## src/rtl/ram_fifo_ctrl.sv

```systemverilog
// ----------------------------------------------------------------------------
// ram_fifo_ctrl
// Pointer/occupancy controller for a FIFO built around an external RAM that
// has a registered read port. The requester drives the RAM write data itself;
// this block only decides whether a push or pop is accepted, supplies the RAM
// addresses and enables, and tracks the occupancy and the sticky error flags.
//
// Ports
//   clk             : single clock, all state updates on its rising edge
//   rst             : asynchronous active-high reset
//   i_push          : write request (data goes straight to RAM din)
//   i_pop           : read request
//   i_clr_err       : synchronous clear of o_overflow / o_underflow
//   o_ram_we        : RAM write enable (accepted push)
//   o_ram_wr_addr   : RAM write address (write pointer)
//   o_ram_re        : RAM read enable (accepted pop)
//   o_ram_re_addr   : RAM read address (read pointer)
//   o_rd_valid      : RAM dout holds the popped entry this cycle
//   o_count         : occupancy, 0..DEPTH
//   o_full          : occupancy == DEPTH
//   o_empty         : occupancy == 0
//   o_almost_full   : occupancy >= AF_LEVEL
//   o_overflow      : sticky, set by a push rejected because the FIFO was full
//   o_underflow     : sticky, set by a pop rejected because the FIFO was empty
// ----------------------------------------------------------------------------
module ram_fifo_ctrl #(
   parameter int DEPTH    = 16,
   parameter int AW       = 4,
   parameter int DW       = 8,
   parameter int AF_LEVEL = 12
) (
   input  logic          clk,
   input  logic          rst,
   input  logic          i_push,
   input  logic          i_pop,
   input  logic          i_clr_err,
   output logic          o_ram_we,
   output logic [AW-1:0] o_ram_wr_addr,
   output logic          o_ram_re,
   output logic [AW-1:0] o_ram_re_addr,
   output logic          o_rd_valid,
   output logic [AW:0]   o_count,
   output logic          o_full,
   output logic          o_empty,
   output logic          o_almost_full,
   output logic          o_overflow,
   output logic          o_underflow
);

   // Pointers wrap by plain binary overflow, so DEPTH must be exactly 2**AW.
   // DW only describes the RAM this block is paired with.
   generate
      if (DEPTH != (1 << AW)) begin : g_chk_depth
         $error("ram_fifo_ctrl: DEPTH must equal 2**AW");
      end
      if (DW < 1) begin : g_chk_dw
         $error("ram_fifo_ctrl: DW must be at least 1");
      end
   endgenerate

   localparam logic [AW:0]   C_DEPTH = (AW+1)'(DEPTH);
   localparam logic [AW:0]   C_AF    = (AW+1)'(AF_LEVEL);
   localparam logic [AW-1:0] C_PTR1  = AW'(1);
   localparam logic [AW:0]   C_CNT1  = (AW+1)'(1);

   logic [AW-1:0] r_wr_ptr;
   logic [AW-1:0] r_rd_ptr;
   logic [AW:0]   r_count;
   logic          r_rd_valid;
   logic          r_overflow;
   logic          r_underflow;

   logic          w_full;
   logic          w_empty;
   logic          w_push_acc;
   logic          w_pop_acc;
   logic          w_push_rej;
   logic          w_pop_rej;
   logic [AW:0]   w_count_next;

   assign w_full  = (r_count == C_DEPTH);
   assign w_empty = (r_count == '0);

   // Acceptance is judged on the occupancy before this edge only: a pop does
   // not make room for a same-cycle push, and a push does not feed a same-cycle
   // pop. That keeps the write and read addresses distinct whenever both
   // enables are high, so no RAM bypass is needed. rst masks the enables so
   // nothing reaches the RAM while the block is held in reset.
   assign w_push_acc = i_push & ~w_full  & ~rst;
   assign w_pop_acc  = i_pop  & ~w_empty & ~rst;
   assign w_push_rej = i_push & w_full;
   assign w_pop_rej  = i_pop  & w_empty;

   always_comb begin
      w_count_next = r_count;
      case ({w_push_acc, w_pop_acc})
         2'b10:   w_count_next = r_count + C_CNT1;
         2'b01:   w_count_next = r_count - C_CNT1;
         default: w_count_next = r_count;
      endcase
   end

   always_ff @(posedge clk or posedge rst) begin
      if (rst) begin
         r_wr_ptr    <= '0;
         r_rd_ptr    <= '0;
         r_count     <= '0;
         r_rd_valid  <= 1'b0;
         r_overflow  <= 1'b0;
         r_underflow <= 1'b0;
      end else begin
         if (w_push_acc) begin
            r_wr_ptr <= r_wr_ptr + C_PTR1;
         end
         if (w_pop_acc) begin
            r_rd_ptr <= r_rd_ptr + C_PTR1;
         end
         r_count    <= w_count_next;
         // RAM dout is registered, so the popped word is visible one cycle
         // after the read enable.
         r_rd_valid <= w_pop_acc;
         // A new rejection wins over a coincident clear.
         r_overflow  <= w_push_rej | (r_overflow  & ~i_clr_err);
         r_underflow <= w_pop_rej  | (r_underflow & ~i_clr_err);
      end
   end

   assign o_ram_we      = w_push_acc;
   assign o_ram_re      = w_pop_acc;
   assign o_ram_wr_addr = r_wr_ptr;
   assign o_ram_re_addr = r_rd_ptr;
   assign o_rd_valid    = r_rd_valid;
   assign o_count       = r_count;
   assign o_full        = w_full;
   assign o_empty       = w_empty;
   assign o_almost_full = (r_count >= C_AF);
   assign o_overflow    = r_overflow;
   assign o_underflow   = r_underflow;

endmodule

```

## config.mk

```make
export PLATFORM = sky130hd
export DESIGN_NAME = ram_fifo_ctrl
export DESIGN_NICKNAME = d
export VERILOG_FILES = /design/src/rtl/ram_fifo_ctrl.sv
export SDC_FILE = /design/constraint.sdc
export NUM_CORES = 1
export LEC_CHECK = 0
export CORE_AREA = 2 2 46 48
export DETAILED_ROUTE_END_ITERATION = 10
export DIE_AREA = 0 0 48 50
export PLACE_DENSITY_LB_ADDON = 0.08
export SYNTH_ARGS = -nofsm -noshare
export SYNTH_HDL_FRONTEND = slang
export SYNTH_SLANG_ARGS = --single-unit
```

## constraint.sdc

```tcl
create_clock -name clk -period 3.5 [get_ports clk]
set_input_delay 0.7 -clock clk [delete_from_list [all_inputs] [get_ports clk]]
set_output_delay 0.7 -clock clk [all_outputs]
set_load 0.005 [all_outputs]
```

== Word-level counts from Yosys, hierarchy flattened ==
Cells that the tools add are included.

* Logic and storage cells: 31
* Bits in registers: 16
* Bits of input ports: 5

* Bitwise gates (word level): 14
* Reduce and logical (&&, ||, !) cells: 2
* Eq/ne operators: 3
* $lt $le $gt $ge: 1
* Add/sub/neg operators: 4
* Muxes and demuxes: 1

{| class="wikitable"
|+ Operators with widths
! cell !! number
|-
| one-hot mux 5 bit (2 select lines) || 1
|-
| adder 4 x 1 -> 4 bit, second input constant || 2
|-
| AND 1 bit || 8
|-
| adder 5 x 1 -> 5 bit, second input constant || 1
|-
| equality test 5 bit, second input constant || 1
|-
| >= comparator 5 x 4 -> 1 bit, second input constant || 1
|-
| zero test 5 bit || 1
|-
| subtractor 5 x 1 -> 5 bit, second input constant || 1
|-
| inverter 1 bit || 4
|-
| equality test 2 x 1 -> 1 bit, second input constant || 1
|-
| equality test 2 bit, second input constant || 1
|-
| bitwise OR 1 bit || 2
|-
| nonzero test 2 bit || 1
|}

== Depth between registers and ports, before layout ==
Gate-level depths: netlist (run 1).

* Depth after elaboration: 6
* Mapped depth: 10
* Mapped depth without buffers: 10

== Worst setup path before layout (run 1) ==
No wires, ideal clock.

* Kind: input-to-reg
* Start point: input port rst
* End point: register r_count[4] (netlist: o_count[4])
* Library setup time: 0.145 ns
* Cell stages on the path: 9
* Slack: 1.017 ns
* Arrival time: 2.338 ns
* Data required time: 3.355 ns
* Path buffers: 0
* Cells stage by stage: nand2b_1 > a21oi_2 > ha_1 > inv_1 > fa_1 > nor2b_1 > o211ai_1 > o311ai_0 > o211ai_1

* Word-level cells in the longest chain between the ends: 4
* Elaborated cells on any way between the ends: 7

{| class="wikitable"
|+ Ends and longest elaborated chain
! element !! RTL line !! text
|-
| start: declaration || 33 || <nowiki>input logic rst,</nowiki>
|-
| inverter 1 bit (*) || 90 || <nowiki>assign w_pop_acc = i_pop & ~w_empty & ~rst;</nowiki>
|-
| AND 1 bit (*) || 90 ||
|-
| named net o_ram_re || 39 || <nowiki>output logic o_ram_re,</nowiki>
|-
| equality test 2 x 1 -> 1 bit / equality test 2 bit (equally long branches) || 96 || <nowiki>case ({w_push_acc, w_pop_acc})</nowiki>
|-
| one-hot mux 5 bit (2 select lines) / nonzero test 2 bit (equally long branches) || - ||
|-
| end signal: assignment || 118 || <nowiki>r_count <= w_count_next;</nowiki>
|-
| end: declaration || 68 || <nowiki>logic [AW:0] r_count;</nowiki>
|}

Mark *: on every way through the listed nets, which the timed path passes. The rest lies on a longest branch.
A chain may end at the register's enable or synchronous reset.

== Worst setup path in the final report (run 1) ==
* Start point: input port rst
* End point: register r_count[4] (netlist: o_count[4])

* Word-level cells in the longest chain between the ends: 4
* Elaborated cells on any way between the ends: 7

{| class="wikitable"
|+ Ends and longest elaborated chain
! element !! RTL line
|-
| inverter 1 bit (*) || 89, 90
|-
| AND 1 bit, on equally long branches || 90, 89
|-
| equality test 2 x 1 -> 1 bit / equality test 2 bit (equally long branches) || 96
|-
| one-hot mux 5 bit (2 select lines) / nonzero test 2 bit (equally long branches) || -
|}

Every way passes the cells marked *; elsewhere a longest branch is shown, timed or not.

==> metrics.txt, run 1 <==
most common cell in the synthesized netlist=dfrtp_1; Slew Viols, Final=0; critical path arrival=between 2 and 3 ns; placed insts=128; PD cells=a little over 800 mW/mm²; root buffer cell=clkbuf_4; port bufs=25; CTS Hold Buffers Added=0; Max stage delay on crit path=0.42 ns; hold path cells=1; GRT Residual Overflow=0; ranking of synthesized cells by instance count=16 x dfrtp_1, 7 x inv_1, 7 x nand2_1; min Tclk post-route=between 2 and 3 ns; CTS tree=built; R2R depth=10; critical-path maximum fanout=7; pin count of the biggest net entering global routing=17; layout cell share with drive strength beyond 1=0.0769; synth warn=0; I/O pin cnt=26; Mapped Avg Cell Area=roughly 11 µm²; hpwl dp=1200 µm; net count reported at finish=~120; Post-Syn Area=858 µm²; crit path max-delay cell type=clkdlybuf4s50_1; Yosys cell types=30; Worst-Margin Slew=between 0.6 and 0.7 ns; top_reg_cell synth=dfrtp_1; final wirelength=1550 µm; asr flop ratio synth=1.00; Sequential Power Share=0.395; synthesized instance count=just under 80; initial core utilization=0.451; Starting DRT DRC Count=2; largest area contributor in the netlist=dfrtp_1; most used cell along the critical path=o211ai_1; Die X=48 µm; Setup Buffers After CTS=0; Die Y=50 µm; final clock skew=about 0.0035 ns; Yosys reg bits=16; Net Sw Frac=0.355; RSZ-0062 raised after global routing=no; initial antenna violation count=0; r2r setup slk=0.89 ns; period utilization=0.815; Clk pin slew, worst setup/hold paths=~0.080 ns; Final Hold Viols=0; Tot Pwr=0.000933 W; Ant. Diodes=0; RR Startpoint=o_count[0]; Post-synth EDFFs=0; Syn-to-layout area delta=35.1%; status=finished clean; Rel. slew slack=0.598; Max Clock Freq=roughly 0.35 GHz; Final Util=0.610; worst-path cell chain=clkdlybuf4s50_1 > nand2b_1 > a21oi_2 > ha_1 > inv_1 > fa_1 > nor2b_1 > o211ai_1 > o311ai_0 > o211ai_1; Seq/Total Area, Yosys=0.466; number of max-cap violations=0; clock tree sinks=16; GRT Overall Usage=0.157; crit path capture type=flop; drt drc=0; CP required=between 3 and 4 ns; leading post-synthesis cells by cell area=dfrtp_1 47%, ha_1 8.7%, xnor2_1 5.1%, xor2_1 4.1%, inv_1 3.1%; critical path class=in2reg; share of the synthesized area in the top cell type=0.466; gp weighted congestion=roughly 0.79; post-DR vias/cell=approximately 4.8; final setup vio count=0; clk buf depth=2; cell internal pwr=around 0.0006 W; Comb pwr share=0.506; Resized cells post-CTS=0; Row Count=16; NetSw=0.000331 W; Mapped Nets=89; Final Instance Count excl. Fillers=~130; setup_tns=0 ns; Worst VDD drop=~450 µV; first-pass GRT wire length=2700 µm; DR WL/cell=between 10 and 15 µm; Worst-Skew Late Latency=~0.28 ns; core area=0.00190 mm²; DR vias=about 630; Hold Path Class=reg2reg; Final ANT Viol Nets=0; Leak Pwr=between 0.5 and 0.6 nW; htree depth=1; Clk network pwr share=0.099; type of origin of the critical path=primary input; Crit. Startpoint=rst; Worst R2R End=o_count[4]; TritonRoute pass-1 iters=4; vias in the first global route=614; Num CTS Buffers=3; Die Area=~0.0024 mm²; Worst Setup EP=o_count[4]
## cell families after synthesis
| group | synth area share |
|---|---|
| AND/OR/NAND/NOR | 0.146 |
| XOR/XNOR | 0.0918 |
| flip-flops | 0.466 |
| multiplexers | 0.0379 |
| buffers and inverters | 0.0364 |
| AO/OA/AOI/OAI | 0.111 |
| adder cells (fa/ha/maj) | 0.111 |
## sequential cells by signal, indices dropped and copies added, names as in the netlist
register,cells
o_ram_wr_addr,4
o_ram_re_addr,4
o_rd_valid,1
o_count,5
o_overflow,1
o_underflow,1
## worst min-delay path by stage
stage	start	end	slack, ns
5_1_grt	o_ram_re_addr[3]	o_ram_re_addr[3]	0.49
2_1_floorplan	o_ram_re_addr[3]	o_ram_re_addr[3]	0.47
4_1_cts	o_ram_wr_addr[3]	o_ram_wr_addr[3]	0.48
6_report	o_ram_wr_addr[3]	o_ram_wr_addr[3]	0.47
3_5_place_dp	o_ram_wr_addr[3]	o_ram_wr_addr[3]	0.47
3_3_place_gp	o_ram_wr_addr[3]	o_ram_wr_addr[3]	0.46
## layout by cell type, fill, tap and decap left out, types with 3 or more instances in the layout
cell type and n:
dfrtp_1 16, xor2_1 4, inv_1 7, clkbuf_4 3, clkdlybuf4s50_1 25, xnor2_1 5, nand2_1 7, ha_1 6
## layer usage
layer | share of wire | routed length [µm] | GRT usage | up-vias
met1 | 0.51 | 787 | 0.227 | 292
met5 | 0 | 0 | 0 | -
met4 | 0.015 | 24 | 0.0856 | 0
met2 | 0.43 | 671 | 0.213 | 19
met3 | 0.042 | 65 | 0.0293 | 2
li1 | - | - | - | 320
## power by group through the flow
stage / sequential (W) / combinational [W] / clock (W)
final: 0.000369 / 0.000473 / 0.0000921
after global routing: 0.000381 / 0.000540 / 0.000107
after CTS: 0.000368 / 0.000480 / 0.0000995
after detailed placement: 0.000373 / 0.000477 / 0
after global placement: 0.000369 / 0.000472 / 0
after floorplan: 0.000367 / 0.000231 / 0
## stage by stage
step	area [µm²]	setup slack (ns)	hold slack [ns]
2_1_floorplan	858	1.02	0.468
3_3_place_gp	1140	0.428	0.459
3_5_place_dp	1140	0.360	0.467
4_1_cts	1160	0.653	0.479
5_1_grt	1160	0.499	0.489
6_report	1160	0.647	0.468
## area by class of cell
cell class	count	area [µm²]
multi-input combinational	53	427
sequential	16	400
clock buffer	3	22.5
fill	178	742
inverter	7	26.3
timing repair buffer	25	250
tap	27	33.8
## critical path: cells and delay by family
kind            cells  cell delay, ns
fa+ha+maj           2            0.76
compound gates      4            0.63
buf+inv             2            0.54
simple gates        2            0.36
Power figures use the tool's default switching activity.
==> run 2: changes to the inputs <==
--- a/config.mk
+++ b/config.mk
@@ -5,9 +5,9 @@
 export SDC_FILE = /design/constraint.sdc
 export NUM_CORES = 1
 export LEC_CHECK = 0
-export CORE_AREA = 2 2 46 48
+export CORE_AREA = 2 2 47 49
 export DETAILED_ROUTE_END_ITERATION = 10
-export DIE_AREA = 0 0 48 50
+export DIE_AREA = 0 0 49 51
 export PLACE_DENSITY_LB_ADDON = 0.08
 export SYNTH_ARGS = -nofsm -noshare
 export SYNTH_HDL_FRONTEND = slang
==> constraint.sdc (replaced) <==
create_clock -name clk -period 2.91 [get_ports clk]
set_input_delay 0.582 -clock clk [delete_from_list [all_inputs] [get_ports clk]]
set_output_delay 0.582 -clock clk [all_outputs]
set_load 0.005 [all_outputs]
==> metrics.txt, run 2 (synthesis gave the netlist of run 1 again) <==
status=finished clean; Die Area=0.00250 mm² (+4.1%); Num CTS Buffers=3 (unchanged); critical path arrival=2.70 ns (-0.29 ns); TritonRoute pass-1 iters=4 (unchanged); RSZ-0062 raised after global routing=no; htree depth=1 (unchanged); Min Hold Slack=0.476 ns (+0.00873 ns); met1 Usage GRT=0.170 (-0.0565); PD cells=960 mW/mm² (+19%); fill cell count=198 (+11%); period utilization=0.880; net count reported at finish=121 (+2.5%); CTS tree=built; GRT Overall Usage=0.142 (-0.0144); Final Util=0.574 (-0.0362); Resized cells post-CTS=0 (unchanged); Final Instance Count excl. Fillers=135 (+3.1%); number of flip-flops in the largest register=5 (unchanged); DR vias=662 (+4.6%); final setup vio count=0 (unchanged); clk buf depth=2 (unchanged); post-DR vias/cell=4.90 (+1.5%); Die Y=51 µm (+2.0%); Worst VDD drop=437 µV (-1.9%); dpl cell area=0.00116 mm² (+2.1%); Slew Viols, Final=0 (unchanged); M2 GR Usage=0.249 (+0.0355); min Tclk post-route=2.56 ns; Crit. Startpoint=rst; GRT met3 Usage=0.0322 (+0.00286); gp weighted congestion=0.784 (-1.3%); Starting DRT DRC Count=3 (+1); post-route cell area=0.00118 mm² (+2.1%); vias in the first global route=629 (+2.4%); Max Clock Freq=about 0.4 GHz; DR WL/cell=12.3 µm (+3.6%); initial antenna violation count=0 (unchanged); Clk pin slew, worst setup/hold paths=0.09 ns (about the same); core area=0.00206 mm² (+8.5%); clock tree sinks=16 (unchanged); Die X=49 µm (+2.1%); Worst-Skew Late Latency=0.27 ns (about the same); Ant. Diodes=0 (unchanged); Leak Pwr=0.519 nW (+3.0%); initial core utilization=0.416 (-0.0353); critical-path maximum fanout=7 (unchanged); root buffer cell=clkbuf_4; GRT Residual Overflow=0 (unchanged); placed insts=132 (+3.1%); Hold Path Class=reg2reg; most common cell after layout, fill and taps aside=clkdlybuf4s50_1; crit path capture type=flop; type of origin of the critical path=primary input; HP Start=o_ram_re_addr[3]; Row Count=17 (+1); drt drc=0 (unchanged); hpwl dp=1350 µm (+12%); pin count of the biggest net entering global routing=17 (unchanged); I/O pin cnt=26 (unchanged); RR Startpoint=o_count[0]; Syn-to-layout area delta=37.9%; most frequent cells in the layout=25 x clkdlybuf4s50_1, 16 x dfrtp_1, 7 x inv_1, 7 x nand2_1, 6 x ha_1; Setup Buffers After CTS=0 (unchanged); Final Hold Viols=0 (unchanged); setup_tns=0 ns (unchanged); port bufs=25 (unchanged); final wirelength=1650 µm (+6.8%); first-pass GRT wire length=2700 µm (unchanged); final clock skew=0.00547 ns (+0.00202 ns); CP required=3.05 ns (-0.59 ns); critical path class=in2reg; CTS Hold Buffers Added=0 (unchanged); layout cell share with drive strength beyond 1=0.103 (+0.0259); Worst-Margin Slew=0.603 ns (+0.00103 ns); Final ANT Viol Nets=0 (unchanged); number of max-cap violations=0 (unchanged); gr busiest metal=met2; Rel. slew slack=0.598 (-0.000689)
==> run 2: cell types whose count changed in the layout (fill, tap and decap cells not counted), sizes merged <==
cell	delta
buf	+3
==> run 2: layout make-up <==
| cell class | instances | area [µm²] | share of cell area |
|---|---|---|---|
| multi-input cells | 53 | 427 | 0.360 |
| flip-flops and latches | 16 | 400 | 0.338 |
| repair buffers | 28 | 273 | 0.230 |
| well taps | 28 | 35.0 | 0.0296 |
| inverters | 7 | 26.3 | 0.0222 |
| clock buffers | 3 | 22.5 | 0.0190 |
==> run 2: report_power, final <==
| part | switching [W] | total (W) | internal, W |
|---|---|---|---|
| combinational | 0.000218 | 0.000579 | 0.000361 |
| clock | 0.0000628 | 0.000111 | 0.0000478 |
| sequential | 0.000124 | 0.000447 | 0.000323 |
| total | 0.000404 | 0.00114 | 0.000732 |
==> run 2: worst max-delay path, cell delays in order <==
cell and delay, ns:
clkdlybuf4s50_1 0.43, nand2b_1 0.16, a21oi_2 0.14, ha_1 0.30, inv_1 0.12, fa_1 0.41
nor2b_1 0.23, o211ai_1 0.11, o311ai_0 0.10, o211ai_1 0.13
==> run 2: path summary, 6_finish.rpt <==
path                                          to  slack (ns)  cells after the start
worst min register to register  o_ram_re_addr[3]        0.48                      1
worst min-delay path            o_ram_re_addr[3]        0.48                      1
worst max-delay path                  o_count[4]        0.35                     10
max in group asynchronous       o_ram_wr_addr[3]        1.80                      2
min in group asynchronous             o_rd_valid        0.72                      2
worst max register to register        o_count[4]        0.38                     10
==> run 2: per-stage QoR <==
step / worst slack (ns) / power [W]
2_1_floorplan: 0.545 / 0.000719
3_3_place_gp: 0.0909 / 0.00101
3_5_place_dp: 0.0689 / 0.00104
4_1_cts: 0.334 / 0.00115
5_1_grt: 0.116 / 0.00123
6_report: 0.349 / 0.00114
==> run 2: routing by layer <==
layer / share of wire / vias up / routed length, µm
li1: - / 331 / -
met1: 0.45 / 318 / 746
met2: 0.50 / 11 / 832
met3: 0.036 / 2 / 60
met4: 0.0079 / 0 / 13
met5: 0 / - / 0
==> run 3: changes to the inputs <==
--- a/config.mk
+++ b/config.mk
@@ -8,6 +8,7 @@
 export CORE_AREA = 2 2 47 49
 export DETAILED_ROUTE_END_ITERATION = 10
 export DIE_AREA = 0 0 49 51
+export HOLD_SLACK_MARGIN = 0.05
 export PLACE_DENSITY_LB_ADDON = 0.08
 export SYNTH_ARGS = -nofsm -noshare
 export SYNTH_HDL_FRONTEND = slang
==> results of run 3 <==
No change in the layout: final DEF, timing and power equal those of run 2.
